File: config.mk
export PLATFORM = sky130hd
export DESIGN_NAME = uart_reg_cmd
export DESIGN_NICKNAME = d
export VERILOG_FILES = /design/src/rtl/uart_reg_cmd.sv
export SDC_FILE = /design/constraint.sdc
export NUM_CORES = 1
export LEC_CHECK = 0
export ABC_AREA = 1
export CORE_MARGIN = 4
export CORE_UTILIZATION = 45
export CTS_CLUSTER_DIAMETER = 150
export CTS_CLUSTER_SIZE = 25
export DETAILED_ROUTE_END_ITERATION = 12
export PLACE_DENSITY = 0.66
export SYNTH_ARGS = -nofsm -noshare
export SYNTH_HDL_FRONTEND = slang
export SYNTH_SLANG_ARGS = --single-unit
File: constraint.sdc
create_clock -name clk -period 3.8 [get_ports clk]
set_input_delay 0.57 -clock clk [delete_from_list [all_inputs] [get_ports clk]]
set_output_delay 0.57 -clock clk [all_outputs]
set_load 0.02 [all_outputs]
File: src/rtl/uart_reg_cmd.sv
// uart_reg_cmd
//   Command parser between the UART rx/tx pair and the register file.
//   Assembles 'R' addr / 'W' addr data frames. It runs the register-file
//   strobe handshake and returns read data, ACK (06) or NAK (15). A partial
//   frame is dropped after TIMEOUT idle clocks between bytes.
// Ports
//   clk, rst                  clock, synchronous active-high reset
//   rx_data/rx_valid          received byte, one-cycle pulse per byte
//   rf_data/rf_read/rf_write  register file data_in and level strobes
//   rf_rdata/rf_valid         register file data_out and valid
//   tx_data/tx_valid/tx_ready byte to transmit, valid/ready handshake
//   busy                      not IDLE
//   overrun                   sticky: byte arrived while it could not be taken
module uart_reg_cmd #(
  parameter int unsigned TIMEOUT  = 43400,
  parameter int unsigned MAX_ADDR = 14,
  parameter logic [7:0]  CMD_RD   = 8'h52,
  parameter logic [7:0]  CMD_WR   = 8'h57
) (
  input  logic       clk,
  input  logic       rst,
  input  logic [7:0] rx_data,
  input  logic       rx_valid,
  output logic [7:0] rf_data,
  output logic       rf_read,
  output logic       rf_write,
  input  logic [7:0] rf_rdata,
  input  logic       rf_valid,
  output logic [7:0] tx_data,
  output logic       tx_valid,
  input  logic       tx_ready,
  output logic       busy,
  output logic       overrun
);

  localparam int CW = $clog2(TIMEOUT + 1);
  localparam logic [CW-1:0] TMO_MAX = CW'(TIMEOUT);
  localparam logic [7:0]    MAX_A   = 8'(MAX_ADDR);
  localparam logic [7:0]    ACK     = 8'h06;
  localparam logic [7:0]    NAK     = 8'h15;

  localparam logic [2:0] IDLE       = 3'd0;
  localparam logic [2:0] GET_ADDR   = 3'd1;
  localparam logic [2:0] GET_DATA   = 3'd2;
  localparam logic [2:0] RF_ADDR    = 3'd3;
  localparam logic [2:0] RF_HOLD    = 3'd4;
  localparam logic [2:0] RF_RELEASE = 3'd5;
  localparam logic [2:0] TX         = 3'd6;

  typedef struct packed {
    logic       wr;
    logic [7:0] addr;
    logic [7:0] data;
  } frame_t;

  logic [2:0]    state, state_nxt;
  logic [CW-1:0] tmo_cnt;
  frame_t        frm;
  logic          in_get, tmo_fire, is_cmd, rx_bad, frm_bad;

  assign in_get   = (state == GET_ADDR) || (state == GET_DATA);
  // Timeout has priority over a byte arriving on the same cycle.
  assign tmo_fire = in_get && (tmo_cnt == TMO_MAX);
  assign is_cmd   = (rx_data == CMD_RD) || (rx_data == CMD_WR);
  assign rx_bad   = rx_data > MAX_A;
  assign frm_bad  = frm.addr > MAX_A;

  always_comb begin
    state_nxt = state;
    case (state)
      IDLE:       if (rx_valid && is_cmd) state_nxt = GET_ADDR;
      GET_ADDR:
        if (tmo_fire)      state_nxt = IDLE;
        else if (rx_valid) state_nxt = frm.wr ? GET_DATA : (rx_bad ? TX : RF_ADDR);
      GET_DATA:
        if (tmo_fire)      state_nxt = IDLE;
        else if (rx_valid) state_nxt = frm_bad ? TX : RF_ADDR;
      RF_ADDR:    state_nxt = RF_HOLD;
      RF_HOLD:    if (rf_valid)  state_nxt = RF_RELEASE;
      RF_RELEASE: if (!rf_valid) state_nxt = TX;
      TX:         if (tx_ready)  state_nxt = IDLE;
      default:    state_nxt = IDLE;
    endcase
  end

  always_ff @(posedge clk) begin
    if (rst) begin
      state    <= IDLE;
      busy     <= 1'b0;
      tmo_cnt  <= '0;
      frm      <= '0;
      rf_data  <= '0;
      rf_read  <= 1'b0;
      rf_write <= 1'b0;
      tx_data  <= '0;
      tx_valid <= 1'b0;
      overrun  <= 1'b0;
    end else begin
      state <= state_nxt;
      // busy follows the next state so it is a registered copy of state != IDLE
      busy  <= (state_nxt != IDLE);

      // saturating inter-byte counter, live only while collecting a frame
      if (in_get && !rx_valid) begin
        if (tmo_cnt != TMO_MAX) tmo_cnt <= tmo_cnt + CW'(1);
      end else begin
        tmo_cnt <= '0;
      end

      if (rx_valid && (state == RF_ADDR || state == RF_HOLD ||
                       state == RF_RELEASE || state == TX))
        overrun <= 1'b1;

      case (state)
        IDLE:
          if (rx_valid) frm.wr <= (rx_data == CMD_WR);
        GET_ADDR:
          if (rx_valid && !tmo_fire) begin
            frm.addr <= rx_data;
            if (!frm.wr) begin
              if (rx_bad) begin
                tx_data  <= NAK;
                tx_valid <= 1'b1;
              end else begin
                rf_data <= rx_data;
                rf_read <= 1'b1;
              end
            end
          end
        GET_DATA:
          if (rx_valid && !tmo_fire) begin
            frm.data <= rx_data;
            if (frm_bad) begin
              tx_data  <= NAK;
              tx_valid <= 1'b1;
            end else begin
              rf_data  <= frm.addr;
              rf_write <= 1'b1;
            end
          end
        RF_ADDR:
          rf_data <= frm.data;
        RF_HOLD:
          if (rf_valid) begin
            rf_read  <= 1'b0;
            rf_write <= 1'b0;
            tx_data  <= frm.wr ? ACK : rf_rdata;
          end
        RF_RELEASE:
          if (!rf_valid) tx_valid <= 1'b1;
        TX:
          if (tx_ready) tx_valid <= 1'b0;
        default: ;
      endcase
    end
  end

endmodule

==> summary.txt <==
number of synthesized register bits: 57
initial cell density of the core: 0.464
Post-Syn Area: 2950 um2
critical path fanouts, max: 37
number of global-route vias before repair: 2,564
share of cells above drive strength 1: 0.0882
Worst Path Class, Setup: input port to flip-flop
P&R area growth vs syn: 21.8%
TritonCTS clock tree: yes
Synthesized Nets: 475
vias per cell: 4.89
Post-Syn Instances: 452
number of synthesized flops with an enable pin: 0
fmax: 459 MHz
Overflow after GRT: 0
most instantiated cells after synthesis: 91 x nand2_1, 80 x inv_1, 57 x dfxtp_1
Die Area: 7910 um2
max-slew violations: 0
Fin. Hold Viols: 0
DRT antenna net count: 0
Final Cycle Share: 0.573
total CTS buffers: 9
Die W: 88.9 um
buffer count from post-CTS setup fixing: 0
NumNets Final: 517
drt first-iter violations: 140
status: complete, no violations
core area: 6350 um2
synth unique cells: 32
Antenna diodes: 0
wire per inst: 12.2 um
RSZ-0062 raised after global routing: no
worst clock skew: 9.38 ps
syn_area_per_cell: 6.52 um2
DIE HEIGHT: 88.9 um
CP Data Required Time: 4020 ps
Seq/Total Area, Yosys: 0.387
ys async rst share: 0
Data arrival, critical path: 2400 ps
post-route setup TNS: 0 ps
ys flop type: dfxtp_1
final setup fails: 0
multi-input combinational cell area: 1380 um2
Sequential cell area: 1140 um2
I/O Pins: 42
port buffer count: 41
CTS resizes: 0
startpoint types: input port
initial antenna violation count: 0
largest cells by area after synthesis: dfxtp_1 39%, nand2_1 12%, inv_1 10%, a21oi_1 7.1%, nor2_1 6.9%
top cell type's share of synthesized area: 0.387
WL final: 7000 um
critical path's slowest cell: clkinv_1
Final Total Pwr: 0.00126 W
clock sink count: 57
slew at the pin closest to its max-slew limit: 951 ps
peak supply drop: 0.000260 V
Clock Path Buffers: 2
synthesis warning total: 0
CTS root buffer: clkbuf_8
slew margin rel.: 0.362
Worst-path clk slew: 70 ps
max_cap viols: 0
floorplan row count: 29
cts hold-fix bufs: 0
post-synth top area cell: dfxtp_1
dpl hpwl: 5060 um
Clock Latency Late Sink: 340 ps
GRT Util Overall: 0.194
gpl congestion: 0.902
drt pass-1 iters: 4
Hold Crit Class: flip-flop to flip-flop
Fill cells: 611
Max stage delay on crit path: 790 ps
Critical Path Sink Type: flip-flop
detailed-route via count: 2,814
Leak: 1.47 nW
Final min period: 2180 ps
CP Buf/Inv Count: 2
largest net degree at the start of global routing: 38
R2R Setup Slk: 1640 ps
H-tree depth: 3
CP top delay family: buffers and inverters
first-pass GRT wire length: 11,800 um
count leader, synth: nand2_1
DRC errors left: 0
crit-path cells: clkdlybuf4s50_1 -> clkinv_1 -> nand2_1 -> nand3_1
Pwr Density: 351 nW/um2
[kinds of logic (layout without fill, tap and decap cells)]
kind of cell    Yosys count  in the layout  synth area share
fa+ha+maj                 2              2           0.00849
buf+inv                 104            151             0.144
flops                    57             57             0.387
compound gates           89             89             0.165
simple gates            200            200             0.295
[area by class of cell]
cell class	instances	area share
Clock buffer	11	0.0422
Sequential cell	57	0.318
Multi-Input combinational cell	291	0.385
Clock inverter	5	0.0150
Timing Repair Buffer	41	0.114
Inverter	94	0.0990
Tap cell	77	0.0268
[power by group]
group / total [W] / internal [W] / switching [W] / leakage [nW]
Sequential: 0.000602 / 0.000600 / 0.00000146 / 0.459
Combinational: 0.0000734 / 0.0000342 / 0.0000392 / 0.903
Clock: 0.000587 / 0.000336 / 0.000251 / 0.109
[path summary, 6_finish.rpt]
kind,startpoint,cells past startpoint,end
setup / recovery,rst,4,busy$_SDFF_PP0_
hold / removal,frm[5]$_SDFFE_PP0P_,2,frm[5]$_SDFFE_PP0P_
setup reg to reg,state[2]$_SDFF_PP0_,8,tmo_cnt[9]$_SDFFE_PP0P_
hold reg to reg,frm[5]$_SDFFE_PP0P_,2,frm[5]$_SDFFE_PP0P_
[metrics by stage]
step                      cells  hold WS [ps]  worst slack [ps]  utilization  cell area [um2]
after detailed placement    560           451              1240        0.533             3380
after CTS                   576           462              1600        0.565             3590
after global placement      560           441              1290        0.533             3380
after floorplan             452           431              2170            -             2950
after global routing        576           482              1390        0.565             3590
final                       576           458              1620        0.565             3590
[per-layer routing]
metal	track usage	part of all wire
met1	0.267	0.50
met2	0.294	0.42
met3	0.0396	0.058
met4	0.0866	0.022
met5	0	0
[tightest hold or removal path: stages, from the launching register on]
cell and delay [ps]:
dfxtp_1 300, inv_1 60, a21oi_1 50
[state kept, by name, indices dropped and copies added (netlist names), 3 cells and up]
register / cells
rf_data: 8
tmo_cnt: 16
tx_data: 8
frm: 17
state: 3
[layout by cell type, fill, tap and decap left out]
cell and n:
o21ai_0 19, dfxtp_1 57, nor3_1 7, nor3_2 1, a21oi_4 1, nor2_2 2
o21ai_2 1, a211oi_1 1, inv_1 80, o21a_1 3, nor2_4 1, clkinv_2 3
nand2_1 91, nand3_1 27, o22ai_1 9, nand3b_1 2, clkdlybuf4s50_1 41, ha_1 2
nand2_2 6, inv_2 12, nor2_1 54, o21ai_1 11, nand4_1 5, o211ai_1 2
bufinv_16 1, nor3b_1 1, inv_4 1, clkinv_4 1, nand3_2 3, clkbuf_8 11
a21oi_1 42, clkinv_1 1
No activity file was read; power rests on OpenSTA's default activity.
==> RTL edit 1 (config.mk and constraints unchanged) <==
The parameter `TIMEOUT` goes from 43400 to 173600.
--- a/src/rtl/uart_reg_cmd.sv
+++ b/src/rtl/uart_reg_cmd.sv
@@ -13,5 +13,5 @@
 //   overrun                   sticky: byte arrived while it could not be taken
 module uart_reg_cmd #(
-  parameter int unsigned TIMEOUT  = 43400,
+  parameter int unsigned TIMEOUT  = 173600,
   parameter int unsigned MAX_ADDR = 14,
   parameter logic [7:0]  CMD_RD   = 8'h52,
Behaviour: no difference found for any inputs over 4 cycles, from zero or initial values and one cycle with rst high; that may be too few to reach the edited logic, so the function may still have changed.
==> RTL edit 1 against the original RTL <==
Sequential cell count increased by 2; clock skew decreased by 1.3 ps; area after synthesis increased by 3.1%; synthesized cell count increased by 0.44%; wire length increased by 0.43%; die area increased by 2.8%; global-route usage decreased by 2.0 points; non-clock buffer count increased by 1; final cell count increased by 0.69%; final area increased by 2.9%; setup slack improved by 140 ps; total power increased by 0.43%; highest routed layer unchanged.
==> RTL edit 1: results (changes against the original RTL) <==
Status
  • Status: finished, final reports clean

Critical path
  • Critical R2R Launch: state[1]
  • Critical Path End: tx_data[0]
  • Reg2reg end: tmo_cnt[4]
  • Crit path launch: rx_data[6]
  • Internal reg-to-reg setup slack: 1850 ps (+210 ps)

Layout
  • Largest registers: tmo_cnt x18, frm x17
  • Buffer share of cell area: 0.113 (-0.00114)
  • Flip-flop and latch count: 59 (+3.5%)
  • CLK BUF: 13 (+2)
  • Max FFs per register: 18 (+1)
  • FF+latch area: 1180 um2 (+3.5%)
  • NumNets Final: 522 (+0.97%)
  • Layout clock area frac: 0.0525 (-0.00464)
  • Fillcell total: 616 (+0.82%)
  • Non-filler cells, final: 580 (+0.69%)
  • Fraction of final layout cells sized beyond drive strength 1: 0.0775 (-0.0106)
  • Non-CTS buffers: 42 (+2.4%)
  • Inverters: 89 (-5.3%)

Placement
  • DP Area: 3500 um2 (+3.4%)
  • RD Place Congestion: 0.893 (-0.98%)
  • Placed Cells incl. Taps: 565 (+0.89%)
  • Post-DP HPWL: 5170 um (+2.1%)

Route
  • Met2 WL: 3240 um (+10%)
  • Via Count: 2892 (+2.8%)
  • M1 WL: 3260 um (-7.1%)

Pwr
  • Leakage Power: 1.50 nW (+2.1%)
  • P_sw: 0.279 mW (-4.1%)
  • Peak VDD IR: 246 uV (-5.6%)
  • Combinational power: 0.0679 mW (-7.5%)
  • Clk pwr share: 0.456 (-0.009)
  • Power per cell area: 343 nW/um2 (-2.4%)

Synthesis
  • Mapped Area: 3040 um2 (+3.1%)
  • Netlist cell types: 38 (+19%)
  • Seq/Total Area, Yosys: 0.389 (+0.00170)
  • Most instantiated cells after synthesis: 84 x inv_1, 83 x nand2_1, 59 x dfxtp_1
  • Synth area leaders: dfxtp_1 39%, inv_1 10%, nand2_1 10%, a21oi_1 7.1%, nor2_1 6.3%
  • Syn_area_per_cell: 6.69 um2 (+2.6%)

Global routing
  • Met3 GRT Util: 0.0543 (+0.0146)
  • Vias in the first global route: 2555 (-0.35%)
  • Largest net degree at the start of global routing: 23 (-39%)

Hold path
  • Hold_sp: frm[4]
  • Min-Delay Endpoint: frm[4]

Timing
  • Setup ws final: 1770 ps (+145 ps)
  • Max-Slew Margin vs Limit: 0.719 (+0.357)
  • Clock Skews: 8.04 ps (-1.34 ps)
-- RTL edit 1: cell count changes in the layout (fill, tap and decap cells not counted), moves of 4 or more --
cell,unedited run,this run
nand3_1,27,38
inv_2,12,2
nand2_1,91,83
o21ai_1,11,4
or2_2,0,5
inv_1,80,84
nor3_1,7,11
-- RTL edit 1: cells by family (layout without fill, tap and decap cells) --
group	count (synthesis)	count (layout)	synth area share
AO/OA/AOI/OAI	81	81	0.143
buffers and inverters	97	146	0.129
AND/OR/NAND/NOR	211	211	0.320
XOR/XNOR	4	4	0.0115
flip-flops	59	59	0.389
adder cells (fa/ha/maj)	2	2	0.00824
-- RTL edit 1: critical path: stages --
cell and delay, ps:
clkdlybuf4s50_1 550, nor2_1 70, and2_0 150, nand2_1 110
nor2_1 100, nor3_4 410, nand2_4 140, nand2_1 80
inv_1 40, nor2_1 90
==> RTL edit 2 (config.mk and constraints unchanged) <==
Made on the original files. Register the output `overrun` once more, without a reset; this adds one clock of latency there. The other outputs are not delayed to match.
--- a/src/rtl/uart_reg_cmd.sv
+++ b/src/rtl/uart_reg_cmd.sv
@@ -54,4 +54,6 @@
   } frame_t;
 
+  logic overrun_s0;
+
   logic [2:0]    state, state_nxt;
   logic [CW-1:0] tmo_cnt;
@@ -95,5 +97,5 @@
       tx_data  <= '0;
       tx_valid <= 1'b0;
-      overrun  <= 1'b0;
+      overrun_s0 <= 1'b0;
     end else begin
       state <= state_nxt;
@@ -110,5 +112,5 @@
       if (rx_valid && (state == RF_ADDR || state == RF_HOLD ||
                        state == RF_RELEASE || state == TX))
-        overrun <= 1'b1;
+        overrun_s0 <= 1'b1;
 
       case (state)
@@ -156,4 +158,8 @@
   end
 
+  always_ff @(posedge clk) begin
+    overrun <= overrun_s0;
+  end
+
 endmodule
 
Behaviour: not the same (a bounded check fails within 4 cycles, from zero or initial values and one cycle with rst high).
==> RTL edit 2 against the original RTL <==
Register-to-register slack better by 70 ps; critical endpoint unchanged; critical path depth stayed put; setup slack gained 31 ps; count of clock-buffer cells in the layout up 1; utilization fell by 0.32 points; sequential power rose by 2%; sequential share of layout area increased by 0.56 points; total power down 2.1%; area after synthesis up 0.68%; sequential cell count is 1 higher; final area unchanged; wire length is 2.6% lower.
==> RTL edit 2: results (changes against the original RTL) <==
Timing
  • Clock Skews: 6.71 ps (-2.66 ps)
  • Final hold slack: 360 ps (-97.1 ps)
  • Worst Tran Pin Value: 949 ps (-1.70 ps)

Clocking
  • Setup Buffers After CTS: 0 (unchanged)
  • CTS buffer count: 9 (unchanged)
  • CTS max path bufs: 2 (unchanged)
  • CTS clk-pin slew, worst paths: 60 ps
  • CTS root buf: clkbuf_8
  • H-tree levels: 3 (unchanged)

Status
  • Status: finished, final reports clean

Hold path
  • Min-Delay Endpoint: overrun
  • Hold_sp: overrun_s0
  • Hold Path Cell Cnt: 0 (-2)

Layout
  • Fillcell total: 636 (+4.1%)
  • NumNets Final: 518 (+0.19%)
  • Non-filler cells, final: 576 (unchanged)
  • Fraction of final layout cells sized beyond drive strength 1: 0.0822 (-0.00601)

Placement
  • Post-DP HPWL: 5030 um (-0.63%)
  • Placed Cells incl. Taps: 561 (+0.18%)
  • RD Place Congestion: 0.926 (+2.7%)

Route
  • Drt initial violations: 156 (+11%)
  • Via density: 4.91 (+0.57%)
  • DRT Wirelength: 6820 um (-2.6%)
  • First-pass detailed-route iteration total: 5 (+1)

Synthesis
  • Post-synthesis net count: 476 (+0.21%)
  • Mapped Cells: 453 (+0.22%)
  • Compound-Gate Fraction of Synth Area: 0.164 (-0.00111)
  • Synth area leaders: dfxtp_1 39%, nand2_1 12%, inv_1 10%, a21oi_1 7.1%, nor2_1 6.8%
  • Post-Synth Adder-Cell Area: 0.00843 (-0.0000573)
  • Ys async rst share: 0 (unchanged)
  • Most instantiated cells after synthesis: 91 x nand2_1, 80 x inv_1, 58 x dfxtp_1
  • Seq/Total Area, Yosys: 0.391 (+0.00413)

Critical path
  • Critical Path Max Stage Delay: 770 ps (-20 ps)
  • CP max stage cell: clkinv_1
  • Internal reg-to-reg setup slack: 1710 ps (+70 ps)

Global routing
  • First-pass GRT wire length: 11400 um (-3.1%)
  • Vias in the first global route: 2542 (-0.86%)
  • Initial antenna violation count: 0 (unchanged)
  • GRT Overall Usage: 0.186 (-0.00779)
  • Largest net degree at the start of global routing: 38 (unchanged)

Pwr
  • Peak VDD IR: 180 uV (-31%)
  • Leakage Power: 1.47 nW (-0.33%)
-- RTL edit 2: cell count changes after synthesis --
cell | unedited run | this run
dfxtp_1 | 57 | 58
-- RTL edit 2: critical path, delay by kind of cell --
| family | cells | cell delay [ps] |
|---|---|---|
| simple gates | 2 | 450 |
| buf+inv | 2 | 1320 |
-- RTL edit 2: power breakdown --
| part | total, mW | switching [mW] | internal (mW) |
|---|---|---|---|
| Combinational | 0.0731 | 0.0388 | 0.0342 |
| Clock | 0.550 | 0.235 | 0.315 |
| Sequential | 0.612 | 0.00142 | 0.611 |
| Total | 1.24 | 0.275 | 0.960 |
-- RTL edit 2: metal layers --
layer | share of wire | vias up | global-route usage
li1 | - | 1507 | -
met1 | 0.51 | 1255 | 0.260
met2 | 0.42 | 59 | 0.279
met3 | 0.049 | 9 | 0.0341
met4 | 0.019 | 0 | 0.0825
met5 | 0 | - | 0
-- RTL edit 2: through the flow --
stage	area, um2	setup slack, ps	utilization	power [mW]
floorplan	2970	2170	-	0.660
global placement	3400	1360	0.533	0.699
detailed placement	3400	1310	0.533	0.698
CTS	3590	1670	0.562	1.25
global route	3590	1470	0.562	1.28
finish	3590	1650	0.562	1.24
-- RTL edit 2: cell families (layout without fill, tap and decap cells) --
| family | after synthesis | count (layout) |
|---|---|---|
| AOI/OAI and AO/OA | 89 | 89 |
| and+or+nand+nor | 200 | 200 |
| DFF | 58 | 58 |
| adders and majority gates | 2 | 2 |
| buffers and inverters | 104 | 150 |
-- RTL edit 2: worst max path at each step --
| stage | to | slack [ps] | cells past startpoint |
|---|---|---|---|
| 3_5_place_dp | busy | 1310 | 4 |
| 5_1_grt | busy | 1470 | 4 |
| 4_1_cts | busy | 1670 | 4 |
| 2_1_floorplan | frm[6] | 2170 | 13 |
| 3_3_place_gp | busy | 1360 | 4 |
| 6_report | busy | 1650 | 4 |
-- RTL edit 2: layout make-up --
cell class,count,area share
clock inverter,3,0.0112
tap,77,0.0268
clock buffer,12,0.0404
timing repair buffer,41,0.114
multi-input combinational,291,0.385
inverter,94,0.0990
sequential,58,0.323
